[config.mk]
export PLATFORM = sky130hd
export DESIGN_NAME = ahb_slave_if_flat
export DESIGN_NICKNAME = d
export VERILOG_FILES = /design/src/rtl/ahb_slave_if_if.sv /design/src/rtl/ahb_slave_if.sv /design/src/flat_wrapper.sv
export SDC_FILE = /design/constraint.sdc
export NUM_CORES = 1
export LEC_CHECK = 0
export ABC_AREA = 1
export CAP_MARGIN = 15
export CORE_AREA = 2 2 117 108
export DETAILED_ROUTE_END_ITERATION = 16
export DIE_AREA = 0 0 119 110
export PLACE_DENSITY = 0.81
export SLEW_MARGIN = 20
export SYNTH_ARGS = -nofsm -noshare
export SYNTH_HDL_FRONTEND = slang
export SYNTH_SLANG_ARGS = --single-unit
export TNS_END_PERCENT = 100
[constraint.sdc]
create_clock -name i_clk_ahb -period 4.5 [get_ports i_clk_ahb]
set_clock_uncertainty 0.2 [all_clocks]
set_input_delay 0.9 -clock i_clk_ahb [delete_from_list [all_inputs] [get_ports i_clk_ahb]]
set_output_delay 0.9 -clock i_clk_ahb [all_outputs]
set_load 0.03 [all_outputs]
[src/rtl/ahb_slave_if_if.sv]
// Bus bundle for ahb_slave_if: the AHB-Lite slave-side signals and the
// downstream transaction port, with slave (DUT) and master (driver) views.
interface ahb_slave_if_if #(
  parameter int DATA_WIDTH = 32,
  parameter int ADDR_WIDTH = 32
);
  logic                  i_hsel;
  logic [ADDR_WIDTH-1:0] i_haddr;
  logic                  i_hwrite;
  logic [1:0]            i_htrans;
  logic [2:0]            i_hsize;
  logic [DATA_WIDTH-1:0] i_hwdata;
  logic                  i_hready;
  logic                  o_hreadyout;
  logic                  o_hresp;
  logic [DATA_WIDTH-1:0] o_hrdata;

  // Request handshake: a request transfers on a rising edge where
  // o_valid & i_ready; once o_valid rises, o_addr/o_rd0_wr1/o_wr_data stay
  // stable and o_valid stays high until that edge. i_rd_valid is a one-cycle
  // strobe qualifying i_rd_data for the single outstanding read.
  logic                  o_valid;
  logic                  o_rd0_wr1;
  logic [ADDR_WIDTH-1:0] o_addr;
  logic [DATA_WIDTH-1:0] o_wr_data;
  logic                  i_ready;
  logic                  i_rd_valid;
  logic [DATA_WIDTH-1:0] i_rd_data;

  modport slave (
    input  i_hsel, i_haddr, i_hwrite, i_htrans, i_hsize, i_hwdata, i_hready,
    output o_hreadyout, o_hresp, o_hrdata,
    output o_valid, o_rd0_wr1, o_addr, o_wr_data,
    input  i_ready, i_rd_valid, i_rd_data
  );

  modport master (
    output i_hsel, i_haddr, i_hwrite, i_htrans, i_hsize, i_hwdata, i_hready,
    input  o_hreadyout, o_hresp, o_hrdata,
    input  o_valid, o_rd0_wr1, o_addr, o_wr_data,
    output i_ready, i_rd_valid, i_rd_data
  );
endinterface

[src/rtl/ahb_slave_if.sv]
// AHB-Lite slave front end: turns each accepted transfer into one request on
// the valid/ready port and stretches the data phase until it completes.
module ahb_slave_if #(
  parameter int DATA_WIDTH = 32,
  parameter int ADDR_WIDTH = 32
) (
  input  logic         i_clk_ahb,
  input  logic         i_rst_ahb,
  ahb_slave_if_if.slave bus,
  output logic [2:0]   dbg_state
);

  typedef enum logic [2:0] {
    S_IDLE  = 3'd0,
    S_WDATA = 3'd1,
    S_WREQ  = 3'd2,
    S_RREQ  = 3'd3,
    S_RWAIT = 3'd4,
    S_ERR1  = 3'd5,
    S_ERR2  = 3'd6
  } state_t;

  state_t                state_q, state_n;
  logic                  hreadyout_q, hreadyout_n;
  logic                  hresp_q, hresp_n;
  logic [DATA_WIDTH-1:0] hrdata_q, hrdata_n;
  logic                  valid_q, valid_n;
  logic                  rd0_wr1_q, rd0_wr1_n;
  logic [ADDR_WIDTH-1:0] addr_q, addr_n;
  logic [DATA_WIDTH-1:0] wr_data_q, wr_data_n;
  logic [ADDR_WIDTH-1:0] lat_addr_q, lat_addr_n;
  logic                  accept;
  logic                  size_err;

  assign accept = bus.i_hsel & bus.i_htrans[1] & bus.i_hready;

  // Only byte, aligned halfword and aligned word transfers are supported.
  assign size_err = (bus.i_hsize > 3'd2) ||
                    ((bus.i_hsize == 3'd1) && bus.i_haddr[0]) ||
                    ((bus.i_hsize == 3'd2) && (bus.i_haddr[1:0] != 2'b00));

  always_comb begin
    state_n     = state_q;
    hreadyout_n = hreadyout_q;
    hresp_n     = hresp_q;
    hrdata_n    = hrdata_q;
    valid_n     = valid_q;
    rd0_wr1_n   = rd0_wr1_q;
    addr_n      = addr_q;
    wr_data_n   = wr_data_q;
    lat_addr_n  = lat_addr_q;
    case (state_q)
      S_IDLE, S_ERR2: begin
        state_n     = S_IDLE;
        hreadyout_n = 1'b1;
        hresp_n     = 1'b0;
        if (accept) begin
          lat_addr_n  = bus.i_haddr;
          hreadyout_n = 1'b0;
          if (size_err) begin
            state_n = S_ERR1;
            hresp_n = 1'b1;
          end else if (bus.i_hwrite) begin
            state_n = S_WDATA;
          end else begin
            state_n   = S_RREQ;
            valid_n   = 1'b1;
            rd0_wr1_n = 1'b0;
            addr_n    = bus.i_haddr;
          end
        end
      end
      S_WDATA: begin
        state_n   = S_WREQ;
        wr_data_n = bus.i_hwdata;
        valid_n   = 1'b1;
        rd0_wr1_n = 1'b1;
        addr_n    = lat_addr_q;
      end
      S_WREQ: begin
        if (bus.i_ready) begin
          state_n     = S_IDLE;
          valid_n     = 1'b0;
          hreadyout_n = 1'b1;
        end
      end
      S_RREQ: begin
        if (bus.i_ready) begin
          state_n = S_RWAIT;
          valid_n = 1'b0;
        end
      end
      S_RWAIT: begin
        if (bus.i_rd_valid) begin
          state_n     = S_IDLE;
          hrdata_n    = bus.i_rd_data;
          hreadyout_n = 1'b1;
        end
      end
      S_ERR1: begin
        state_n     = S_ERR2;
        hreadyout_n = 1'b1;
        hresp_n     = 1'b1;
      end
      default: begin
        state_n     = S_IDLE;
        hreadyout_n = 1'b1;
        hresp_n     = 1'b0;
        valid_n     = 1'b0;
      end
    endcase
  end

  always_ff @(posedge i_clk_ahb) begin
    if (i_rst_ahb) begin
      state_q     <= S_IDLE;
      hreadyout_q <= 1'b1;
      hresp_q     <= 1'b0;
      hrdata_q    <= '0;
      valid_q     <= 1'b0;
      rd0_wr1_q   <= 1'b0;
      addr_q      <= '0;
      wr_data_q   <= '0;
      lat_addr_q  <= '0;
    end else begin
      state_q     <= state_n;
      hreadyout_q <= hreadyout_n;
      hresp_q     <= hresp_n;
      hrdata_q    <= hrdata_n;
      valid_q     <= valid_n;
      rd0_wr1_q   <= rd0_wr1_n;
      addr_q      <= addr_n;
      wr_data_q   <= wr_data_n;
      lat_addr_q  <= lat_addr_n;
    end
  end

  assign bus.o_hreadyout = hreadyout_q;
  assign bus.o_hresp     = hresp_q;
  assign bus.o_hrdata    = hrdata_q;
  assign bus.o_valid     = valid_q;
  assign bus.o_rd0_wr1   = rd0_wr1_q;
  assign bus.o_addr      = addr_q;
  assign bus.o_wr_data   = wr_data_q;
  assign dbg_state       = state_q;

endmodule

[src/flat_wrapper.sv]
// flat-port wrapper written by rule: the top's interface ports become plain ports
module ahb_slave_if_flat 
#(
  parameter int DATA_WIDTH = 32,
  parameter int ADDR_WIDTH = 32
)
  (i_clk_ahb, i_rst_ahb, dbg_state, bus_i_hsel, bus_i_haddr, bus_i_hwrite, bus_i_htrans, bus_i_hsize, bus_i_hwdata, bus_i_hready, bus_o_hreadyout, bus_o_hresp, bus_o_hrdata, bus_o_valid, bus_o_rd0_wr1, bus_o_addr, bus_o_wr_data, bus_i_ready, bus_i_rd_valid, bus_i_rd_data);
  ahb_slave_if_if #(.DATA_WIDTH(DATA_WIDTH), .ADDR_WIDTH(ADDR_WIDTH)) bus_i ();
  input  logic i_clk_ahb;
  input  logic i_rst_ahb;
  output logic [2:0] dbg_state;
  input wire logic [$bits(bus_i.i_hsel)-1:0] bus_i_hsel;
  input wire logic [$bits(bus_i.i_haddr)-1:0] bus_i_haddr;
  input wire logic [$bits(bus_i.i_hwrite)-1:0] bus_i_hwrite;
  input wire logic [$bits(bus_i.i_htrans)-1:0] bus_i_htrans;
  input wire logic [$bits(bus_i.i_hsize)-1:0] bus_i_hsize;
  input wire logic [$bits(bus_i.i_hwdata)-1:0] bus_i_hwdata;
  input wire logic [$bits(bus_i.i_hready)-1:0] bus_i_hready;
  output wire logic [$bits(bus_i.o_hreadyout)-1:0] bus_o_hreadyout;
  output wire logic [$bits(bus_i.o_hresp)-1:0] bus_o_hresp;
  output wire logic [$bits(bus_i.o_hrdata)-1:0] bus_o_hrdata;
  output wire logic [$bits(bus_i.o_valid)-1:0] bus_o_valid;
  output wire logic [$bits(bus_i.o_rd0_wr1)-1:0] bus_o_rd0_wr1;
  output wire logic [$bits(bus_i.o_addr)-1:0] bus_o_addr;
  output wire logic [$bits(bus_i.o_wr_data)-1:0] bus_o_wr_data;
  input wire logic [$bits(bus_i.i_ready)-1:0] bus_i_ready;
  input wire logic [$bits(bus_i.i_rd_valid)-1:0] bus_i_rd_valid;
  input wire logic [$bits(bus_i.i_rd_data)-1:0] bus_i_rd_data;
  assign bus_i.i_hsel = bus_i_hsel;
  assign bus_i.i_haddr = bus_i_haddr;
  assign bus_i.i_hwrite = bus_i_hwrite;
  assign bus_i.i_htrans = bus_i_htrans;
  assign bus_i.i_hsize = bus_i_hsize;
  assign bus_i.i_hwdata = bus_i_hwdata;
  assign bus_i.i_hready = bus_i_hready;
  assign bus_o_hreadyout = bus_i.o_hreadyout;
  assign bus_o_hresp = bus_i.o_hresp;
  assign bus_o_hrdata = bus_i.o_hrdata;
  assign bus_o_valid = bus_i.o_valid;
  assign bus_o_rd0_wr1 = bus_i.o_rd0_wr1;
  assign bus_o_addr = bus_i.o_addr;
  assign bus_o_wr_data = bus_i.o_wr_data;
  assign bus_i.i_ready = bus_i_ready;
  assign bus_i.i_rd_valid = bus_i_rd_valid;
  assign bus_i.i_rd_data = bus_i_rd_data;
  ahb_slave_if #(.DATA_WIDTH(DATA_WIDTH), .ADDR_WIDTH(ADDR_WIDTH)) u_core (.i_clk_ahb(i_clk_ahb), .i_rst_ahb(i_rst_ahb), .bus(bus_i), .dbg_state(dbg_state));
endmodule
=== Word-level counts from Yosys, hierarchy flattened ===
Cells that the tools add are included.

* Add/subtract/negate cells: 0
* $mul: 0
* Div/mod/pow operators: 0
* Order comparisons: 1
* Eq/ne operators: 15
* Shift-type cells: 0
* Mux-type cells: 27
* Bitwise gates (word level): 4
* Reductions and logical operators: 18

{| class="wikitable"
|+ Operators with widths
! operator !! number
|-
| $mux 32 || 3
|-
| $pmux 32 s2 || 1
|-
| $pmux 3 s6 || 1
|-
| $mux 3 || 5
|-
| $mux 1 || 12
|-
| $ne 2x2->1 const B || 5
|-
| $eq 3x2->1 const B || 3
|-
| $eq 3x3->1 const B || 3
|-
| $pmux 1 s4 || 2
|-
| $reduce_or 2->1 || 4
|-
| $eq 3x1->1 const B || 2
|-
| $reduce_and 3->1 || 2
|-
| $reduce_and 5->1 || 1
|-
| $ne 2x1->1 const B || 2
|-
| $reduce_and 2->1 || 2
|-
| $reduce_and 4->1 || 1
|-
| $reduce_bool 2->1 || 2
|-
| $reduce_or 4->1 || 1
|-
| $gt 3x2->1 const B || 1
|-
| $logic_not 3->1 || 1
|-
| $pmux 1 s3 || 1
|-
| $and 1x1->1 || 2
|-
| $logic_and 1x1->1 || 2
|-
| $logic_or 1x1->1 || 2
|-
| 3 further kinds || 4
|}

* Bits in registers: 135
* Bits in latches: 0
* Memory bits (writable): 0
* Memory bits (read-only): 0
* Input bits: 108
* Output and inout bits: 103
* Word-level logic and storage cells: 74
* Memories kept: 0

=== Logic depth before layout (Yosys ltp) ===
Gate-level depths: netlist (run 1).

* Depth after elaboration: 7
* Mapped depth: 12
* Depth with buffers taken out: 10

=== Least setup slack after synthesis (run 1) ===
OpenSTA, ideal clock, no wires.

* Kind: in2reg
* From: input port i_rst_ahb
* To: register u_core.addr_q[0], in the netlist u_core.bus.o_addr[0]
* Setup time: 0.064 ns
* Data arrival time: 1.813 ns
* Required time: 4.236 ns
* Path slack: 2.423 ns
* Stages: 6
* Buffers on the path: 3
* Cell sequence: buf_2 > clkinv_1 > clkbuf_1 > clkbuf_1 > nand2_1 > nor2_1

{| class="wikitable"
|+ RTL lines
! what !! line !! text
|-
| from (decl) || flat_wrapper.sv:10 || <nowiki>input logic i_rst_ahb;</nowiki>
|-
| to (signal assigned) || ahb_slave_if.sv:132 || <nowiki>addr_q <= addr_n;</nowiki>
|-
| to (decl) || ahb_slave_if.sv:29 || <nowiki>logic [ADDR_WIDTH-1:0] addr_q, addr_n;</nowiki>
|}

=== Worst setup path after layout (run 1) ===
* From: register u_core.state_q[1], in the netlist u_core.dbg_state[1]
* To: output port dbg_state[1]

{| class="wikitable"
|+ RTL lines
! what !! line !! text
|-
| from (decl) || ahb_slave_if.sv:23 || <nowiki>state_t state_q, state_n;</nowiki>
|-
| from (signal assigned) || ahb_slave_if.sv:126 || <nowiki>state_q <= state_n;</nowiki>
|-
| to (decl) || flat_wrapper.sv:11 || <nowiki>output logic [2:0] dbg_state;</nowiki>
|}

No word-level cell between the ends.

==> results of run 1 <==
## path summary, 6_finish.rpt
| path | end | slack, ps | cells past startpoint |
|---|---|---|---|
| setup / recovery | dbg_state[1] | 1660 | 1 |
| hold / removal | u_core.bus.o_hrdata[17]$_SDFFE_PP0P_ | 260 | 2 |
| setup reg to reg | u_core.bus.o_addr[10]$_SDFFE_PP0P_ | 1950 | 11 |
| hold reg to reg | u_core.bus.o_hrdata[17]$_SDFFE_PP0P_ | 260 | 2 |
## layout make-up
| cell class | count | area (sq um) | area share |
|---|---|---|---|
| Sequential cell | 135 | 2703 | 0.3247 |
| Multi-Input combinational cell | 569 | 2434 | 0.2924 |
| Timing Repair Buffer | 219 | 2180 | 0.2619 |
| Clock buffer | 22 | 494.2 | 0.05938 |
| Tap cell | 160 | 200.2 | 0.02405 |
| Inverter | 46 | 172.7 | 0.02075 |
| Clock inverter | 10 | 140.1 | 0.01684 |
## registers in the layout, summed over array words and instances, names as in the netlist
signal	cells
u_core.lat_addr_q	32
u_core.bus.o_hrdata	32
u_core.bus.o_valid	1
u_core.bus.o_rd0_wr1	1
u_core.bus.o_addr	32
u_core.bus.o_hresp	1
u_core.dbg_state	3
u_core.bus.o_hreadyout	1
u_core.bus.o_wr_data	32
## kinds of logic after synthesis
family,synth area share
and+or+nand+nor,0.3098
DFF,0.4867
AOI/OAI and AO/OA,0.1257
buffers and inverters,0.07774
## stage by stage
step | power (W) | setup WS, ps | instances | util | area [sq um]
finish | 0.003228 | 1664 | 1161 | 0.7030 | 8323
global route | 0.003357 | 1546 | 1161 | 0.7030 | 8323
CTS | 0.003246 | 1657 | 1161 | 0.7028 | 8320
detailed placement | 0.001781 | 1341 | 1129 | 0.6492 | 7686
global placement | 0.001775 | 1337 | 1129 | 0.6492 | 7686
floorplan | 0.001566 | 2423 | 807 | - | 5553
## synthesized netlist by cell type (all sizes together)
library cell,count
a31oi,1
inv,44
nand2,189
buf,31
nand3,75
or2,1
clkbuf,26
dfxtp,135
nor2,167
a21oi,70
o21ai,66
clkinv,2
## power by group
part,switching (W),internal [W]
sequential,0.0000281,0.00125
combinational,0.000265,0.000213
clock,0.000524,0.000947
total,0.000817,0.00241
## routing by layer
metal	up-vias	global-route usage	part of all wire
li1	2926	-	-
met1	2546	0.2872	0.41
met2	201	0.3966	0.48
met3	31	0.08488	0.081
met4	0	0.1029	0.025
met5	-	0	0
## tightest hold or removal path: cells and delay by family, from the launching register on
kind / cells / cell delay, ps
compound gates: 1 / 50
simple gates: 1 / 60
flops: 1 / 310
## placed cells by master, fill, tap and decap left out
| master | Yosys | layout |
|---|---|---|
| nor2_1 | 166 | 165 |
| clkbuf_8 | 0 | 5 |
| inv_2 | 2 | 3 |
| dfxtp_1 | 135 | 135 |
| o21ai_0 | 66 | 66 |
| clkdlybuf4s50_1 | 0 | 209 |
| a21oi_1 | 69 | 69 |
| a31oi_1 | 1 | 1 |
| buf_4 | 3 | 9 |
| nand2_2 | 0 | 3 |
| nor2_2 | 1 | 1 |
| clkinvlp_4 | 0 | 3 |
| nor2_4 | 0 | 1 |
| buf_12 | 0 | 1 |
| clkinv_1 | 2 | 1 |
| clkbuf_16 | 0 | 17 |
| inv_1 | 42 | 42 |
| a21oi_4 | 1 | 1 |
| bufinv_16 | 0 | 3 |
| clkinv_2 | 0 | 2 |
| nand3_1 | 75 | 75 |
| inv_6 | 0 | 2 |
| or2_2 | 1 | 1 |
| nand2_1 | 189 | 186 |
==> summary.md, run 1 <==
| Metric | Value |
|---|---|
| Status | finished clean |
| DP HPWL | 9.921 mm |
| Post-CTS Hold Fix Bufs | 0 |
| Unrepaired setup endpoints after global routing | false |
| Top cell type's share of synthesized area | 0.4867 |
| Fin Setup TNS | 0 ps |
| Critical path launch point | u_core.dbg_state[1]$_SDFFE_PP0P_ |
| CTS tree | done |
| Mapped Area | 0.005553 sq mm |
| CP peak stage delay | 800 ps |
| Mapped Cells | 807 |
| CP endpoint kind | primary output |
| Clock-pin transition on the worst setup and hold timing paths | 60 ps |
| Vias per std cell | 4.913 |
| CP max stage cell | clkdlybuf4s50_1 |
| Min Tclk post-route | 2836 ps |
| DRC Markers | 0 |
| Detailed Route Iter0 Violations | 429 |
| Area Overhead vs Synth | 49.89% |
| Final period utilization | 0.6302 |
| Rows | 38 |
| Final wirelength | 15.60 mm |
| Final ANT Viol Nets | 0 |
| Share of post-route cells with drive strength above 1 | 0.05195 |
| IO buf count | 209 |
| FF-to-FF Start | u_core.dbg_state[2]$_SDFFE_PP0P_ |
| Initial antenna violation count | 0 |
| Pins Over Slew Limit | 0 |
| CTS resizes | 0 |
| First-pass detailed-route iteration total | 4 |
| Nets | 1096 |
| Die span in x | 119 um |
| Height of the die | 110 um |
| Bufs on Longest Clock Path | 2 |
| CP required | 3400 ps |
| Diode count | 0 |
| Synth unique cells | 17 |
| Number of buffers created by CTS | 17 |
| Largest net degree at the start of global routing | 65 |
| HP Class | reg2reg |
| Critical path type | reg2out |
| Lkg Pwr | 3.474 nW |
| Synth area leaders | dfxtp_1 (49%), nand2_1 (13%), nor2_1 (11%), nand3_1 (6.8%), a21oi_1 (6.2%) |
| Max Cap Viol | 0 |
| Total GRT Usage | 0.2404 |
| Yosys reg bits | 135 |
| Clk_lat worst skew | 410 ps |
| Starting density of the core | 0.4690 |
| Final Hold Fails | 0 |
| Slew Limit Headroom | 0.3313 |
| Vias in the first global route | 5184 |
| Clock Tree Root | clkbuf_16 |
| # Post-CTS Setup Buffers | 0 |
| Power Density | 387.9 mW/mm^2 |
| Highest clock rate | 352.6 MHz |
| Final hold slack | 259.1 ps |
| Boundary pin count | 211 |
| Hold path start | u_core.bus.o_hrdata[17]$_SDFFE_PP0P_ |
| First-pass GRT wire length | 25.10 mm |
| Critical path launch point type | register |
| Via count | 5704 |
| Yosys Warn Count | 0 |
| Syn_nets | 915 |
| Filler cells | 951 |
| Gr ovfl total | 0 |
| Worst slew pin tran | 1001 ps |
| Final setup fails | 0 |
| Peak supply drop | 0.0003801 V |
| Core region area | 0.01184 sq mm |
| Routability cong. | 0.8018 |
| Sequential area share after synthesis | 0.4867 |
| Synthesized area per cell | 6.881 sq um |
| Critical path, cell by cell | clkdlybuf4s50_1 |
| H-tree Lvls | 4 |
| # clock sinks | 135 |
| DR WL/cell | 13.44 um |
| Crit-path max FO | 8 |
| Worst path bufs/invs | 1 |
| CP arrival | 1740 ps |
| Yosys top cell by area | dfxtp_1 |
| Die area | 0.01309 sq mm |
| Crit-path leading delay family | buffers and inverters |
Note: power is estimated with default switching activity, not from simulation.
==> run 2, diff against run 1 <==
CORE_AREA = 2 2 128 117   (was 2 2 117 108)
DIE_AREA = 0 0 130 119   (was 0 0 119 110)
PLACE_DENSITY = 0.72   (was 0.81)
clock period = 2.4 ns   (was 4.5 ns; I/O delays follow)
==> run 2 against run 1 <==
Setup slack worse by 1600 ps. Hold slack is essentially flat. Utilization down 11 points. Routed wire length grew 1.7%. Sequential power grew 87%. Power rose by 89%. Critical path type unchanged. Largest power group unchanged.
==> summary.md, run 2 (synthesis results as in run 1) <==
| Metric | Value |
|---|---|
| Critical path type | reg2out |
| CP endpoint kind | primary output |
| Reg power frac | 0.393 |
| Area Overhead vs Synth | 52.93% |
| Starting density of the core | 0.3871 |
| Met1 usage | 0.2609 |
| Final hold slack | 258.7 ps |
| Vias in the first global route | 5168 |
| Unrepaired setup endpoints after global routing | false |
| Via count | 5662 |
| Clock share of power | 0.456 |
| Final ANT Viol Nets | 0 |
| Highest clock rate | 433.1 MHz |
| # clock sinks | 135 |
| Final setup fails | 0 |
| Power Density | 718.4 mW/mm^2 |
| Min Tclk post-route | 2309 ps |
| Filler cells | 1324 |
| Worst path bufs/invs | 1 |
| Boundary pin count | 211 |
| Lkg Pwr | 3.564 nW |
| Most common cell after layout, fill and taps aside | clkdlybuf4s50_1 |
| Max Cap Viol | 0 |
| Rows | 42 |
| Pins Over Slew Limit | 0 |
| Crit-path leading delay family | buffers and inverters |
| Detailed Route Iter0 Violations | 391 |
| Clock-pin transition on the worst setup and hold timing paths | 60 ps |
| Critical path, cell by cell | clkdlybuf4s50_1 |
| Status | finished clean |
| Finished Cell Area | 0.008492 sq mm |
| Diode count | 0 |
| Worst slew pin tran | 397.8 ps |
| Clk_lat worst skew | 420 ps |
| Gr ovfl total | 0 |
| Die span in x | 130 um |
| Placed inst area | 0.007859 sq mm |
| Peak supply drop | 0.0005076 V |
| Final period utilization | 0.9620 |
| Clock Tree Root | clkbuf_16 |
| Die area | 0.01547 sq mm |
| Height of the die | 119 um |
| DRC Markers | 0 |
| CTS tree | done |
| Gate power share | 0.151 |
| Bufs on Longest Clock Path | 2 |
| Number of buffers created by CTS | 17 |
| Met2 Use GR | 0.3262 |
| IO buf count | 209 |
| Critical path launch point type | register |
| Nets | 1106 |
| Final wirelength | 15.87 mm |
| M3 GR Usage | 0.09569 |
| Share of post-route cells with drive strength above 1 | 0.05743 |
| CP peak stage delay | 750 ps |
| First-pass GRT wire length | 25.79 mm |
| CP arrival | 1630 ps |
| CP max stage cell | clkdlybuf4s50_1 |
| Slew Limit Headroom | 0.7340 |
| First-pass detailed-route iteration total | 5 |
| Largest net degree at the start of global routing | 65 |
| Fin Setup TNS | 0 ps |
| HP Class | reg2reg |
| Core region area | 0.01435 sq mm |
| P_int | 0.004607 W |
| DP HPWL | 10.50 mm |
| Crit-path max FO | 8 |
| Most frequent cells in the layout | clkdlybuf4s50_1 (207), nand2_1 (187), nor2_1 (165) |
| Routability cong. | 0.8087 |
| Initial antenna violation count | 1 |
| CP required | 1720 ps |
| GR peak layer | met2 |
| DR WL/cell | 13.14 um |
| # Post-CTS Setup Buffers | 0 |
| H-tree Lvls | 4 |
| Vias per std cell | 4.687 |
| Final Hold Fails | 0 |
| Sw frac | 0.2448 |
| Switch Pwr | 0.001494 W |
| Total GRT Usage | 0.2111 |
==> run 2: cell types whose count changed in the layout (fill, tap and decap cells not counted), moves of 2 or more <==
| cell | before | now |
|---|---|---|
| clkbuf_1 | 0 | 2 |
| inv_6 | 2 | 0 |
| buf_4 | 9 | 15 |
| clkinvlp_4 | 3 | 0 |
| clkdlybuf4s50_1 | 209 | 207 |
| buf_12 | 1 | 5 |
==> run 2: per-stage QoR <==
step | total power, W | std cells | utilization | worst slack, ps
finish | 0.006101 | 1208 | 0.5919 | 91.17
CTS | 0.006174 | 1208 | 0.5918 | 29.57
floorplan | 0.002935 | 807 | - | 488.4
global placement | 0.003360 | 1177 | 0.5478 | 244.1
global route | 0.006344 | 1208 | 0.5919 | 12.59
detailed placement | 0.003369 | 1177 | 0.5478 | 195.1
==> run 2: path summary, 6_finish.rpt <==
check                                                           end  slack, ps                                start  depth (start not counted)
worst min register to register  u_core.bus.o_hrdata[4]$_SDFFE_PP0P_        260  u_core.bus.o_hrdata[4]$_SDFFE_PP0P_                          2
worst min-delay path            u_core.bus.o_hrdata[4]$_SDFFE_PP0P_        260  u_core.bus.o_hrdata[4]$_SDFFE_PP0P_                          2
worst max-delay path                                   dbg_state[2]         90     u_core.dbg_state[2]$_SDFFE_PP0P_                          1
worst max register to register   u_core.bus.o_addr[14]$_SDFFE_PP0P_        430     u_core.dbg_state[2]$_SDFFE_PP0P_                         11
==> run 2: metal layers <==
metal / routed length, um / vias up
li1: - / 2944
met1: 6926 / 2534
met2: 7320 / 160
met3: 1358 / 22
met4: 255 / 2
met5: 13 / -
==> run 2: repair_timing <==
action | 4_1_cts | 5_1_grt
gates resized for setup | 1 | 1
hold endpoints to repair | 0 | 0
pin swaps | 0 | 0
setup endpoints to repair | 1 | 1
hold buffers | 0 | 0
==> run 2: cell type report <==
type                            instances  area, sq um  area share
Multi-Input combinational cell        569         2431      0.2863
Clock inverter                          8        143.9     0.01694
Clock buffer                           23        488.0     0.05746
Timing Repair Buffer                  229         2306      0.2715
Sequential cell                       135         2703      0.3183
Inverter                               46        172.7     0.02033
Tap cell                              198        247.7     0.02917
==> run 2: power groups by stage <==
stage / Combinational (W) / Clock [W] / Sequential, W
6_report: 0.000920 / 0.00278 / 0.00240
4_1_cts: 0.000926 / 0.00285 / 0.00240
3_3_place_gp: 0.000917 / 0 / 0.00244
2_1_floorplan: 0.000346 / 0 / 0.00259
5_1_grt: 0.00101 / 0.00292 / 0.00241
3_5_place_dp: 0.000923 / 0 / 0.00245
==> run 2: worst register-to-register path, cell delays in order, from the launching register on <==
cell,delay [ps]
dfxtp_1,460
inv_2,90
nand2_1,150
inv_1,100
nand2_2,310
buf_12,220
nand2_1,70
nand2_1,60
inv_1,40
nand3_1,70
nand2_1,50
nor2_1,80
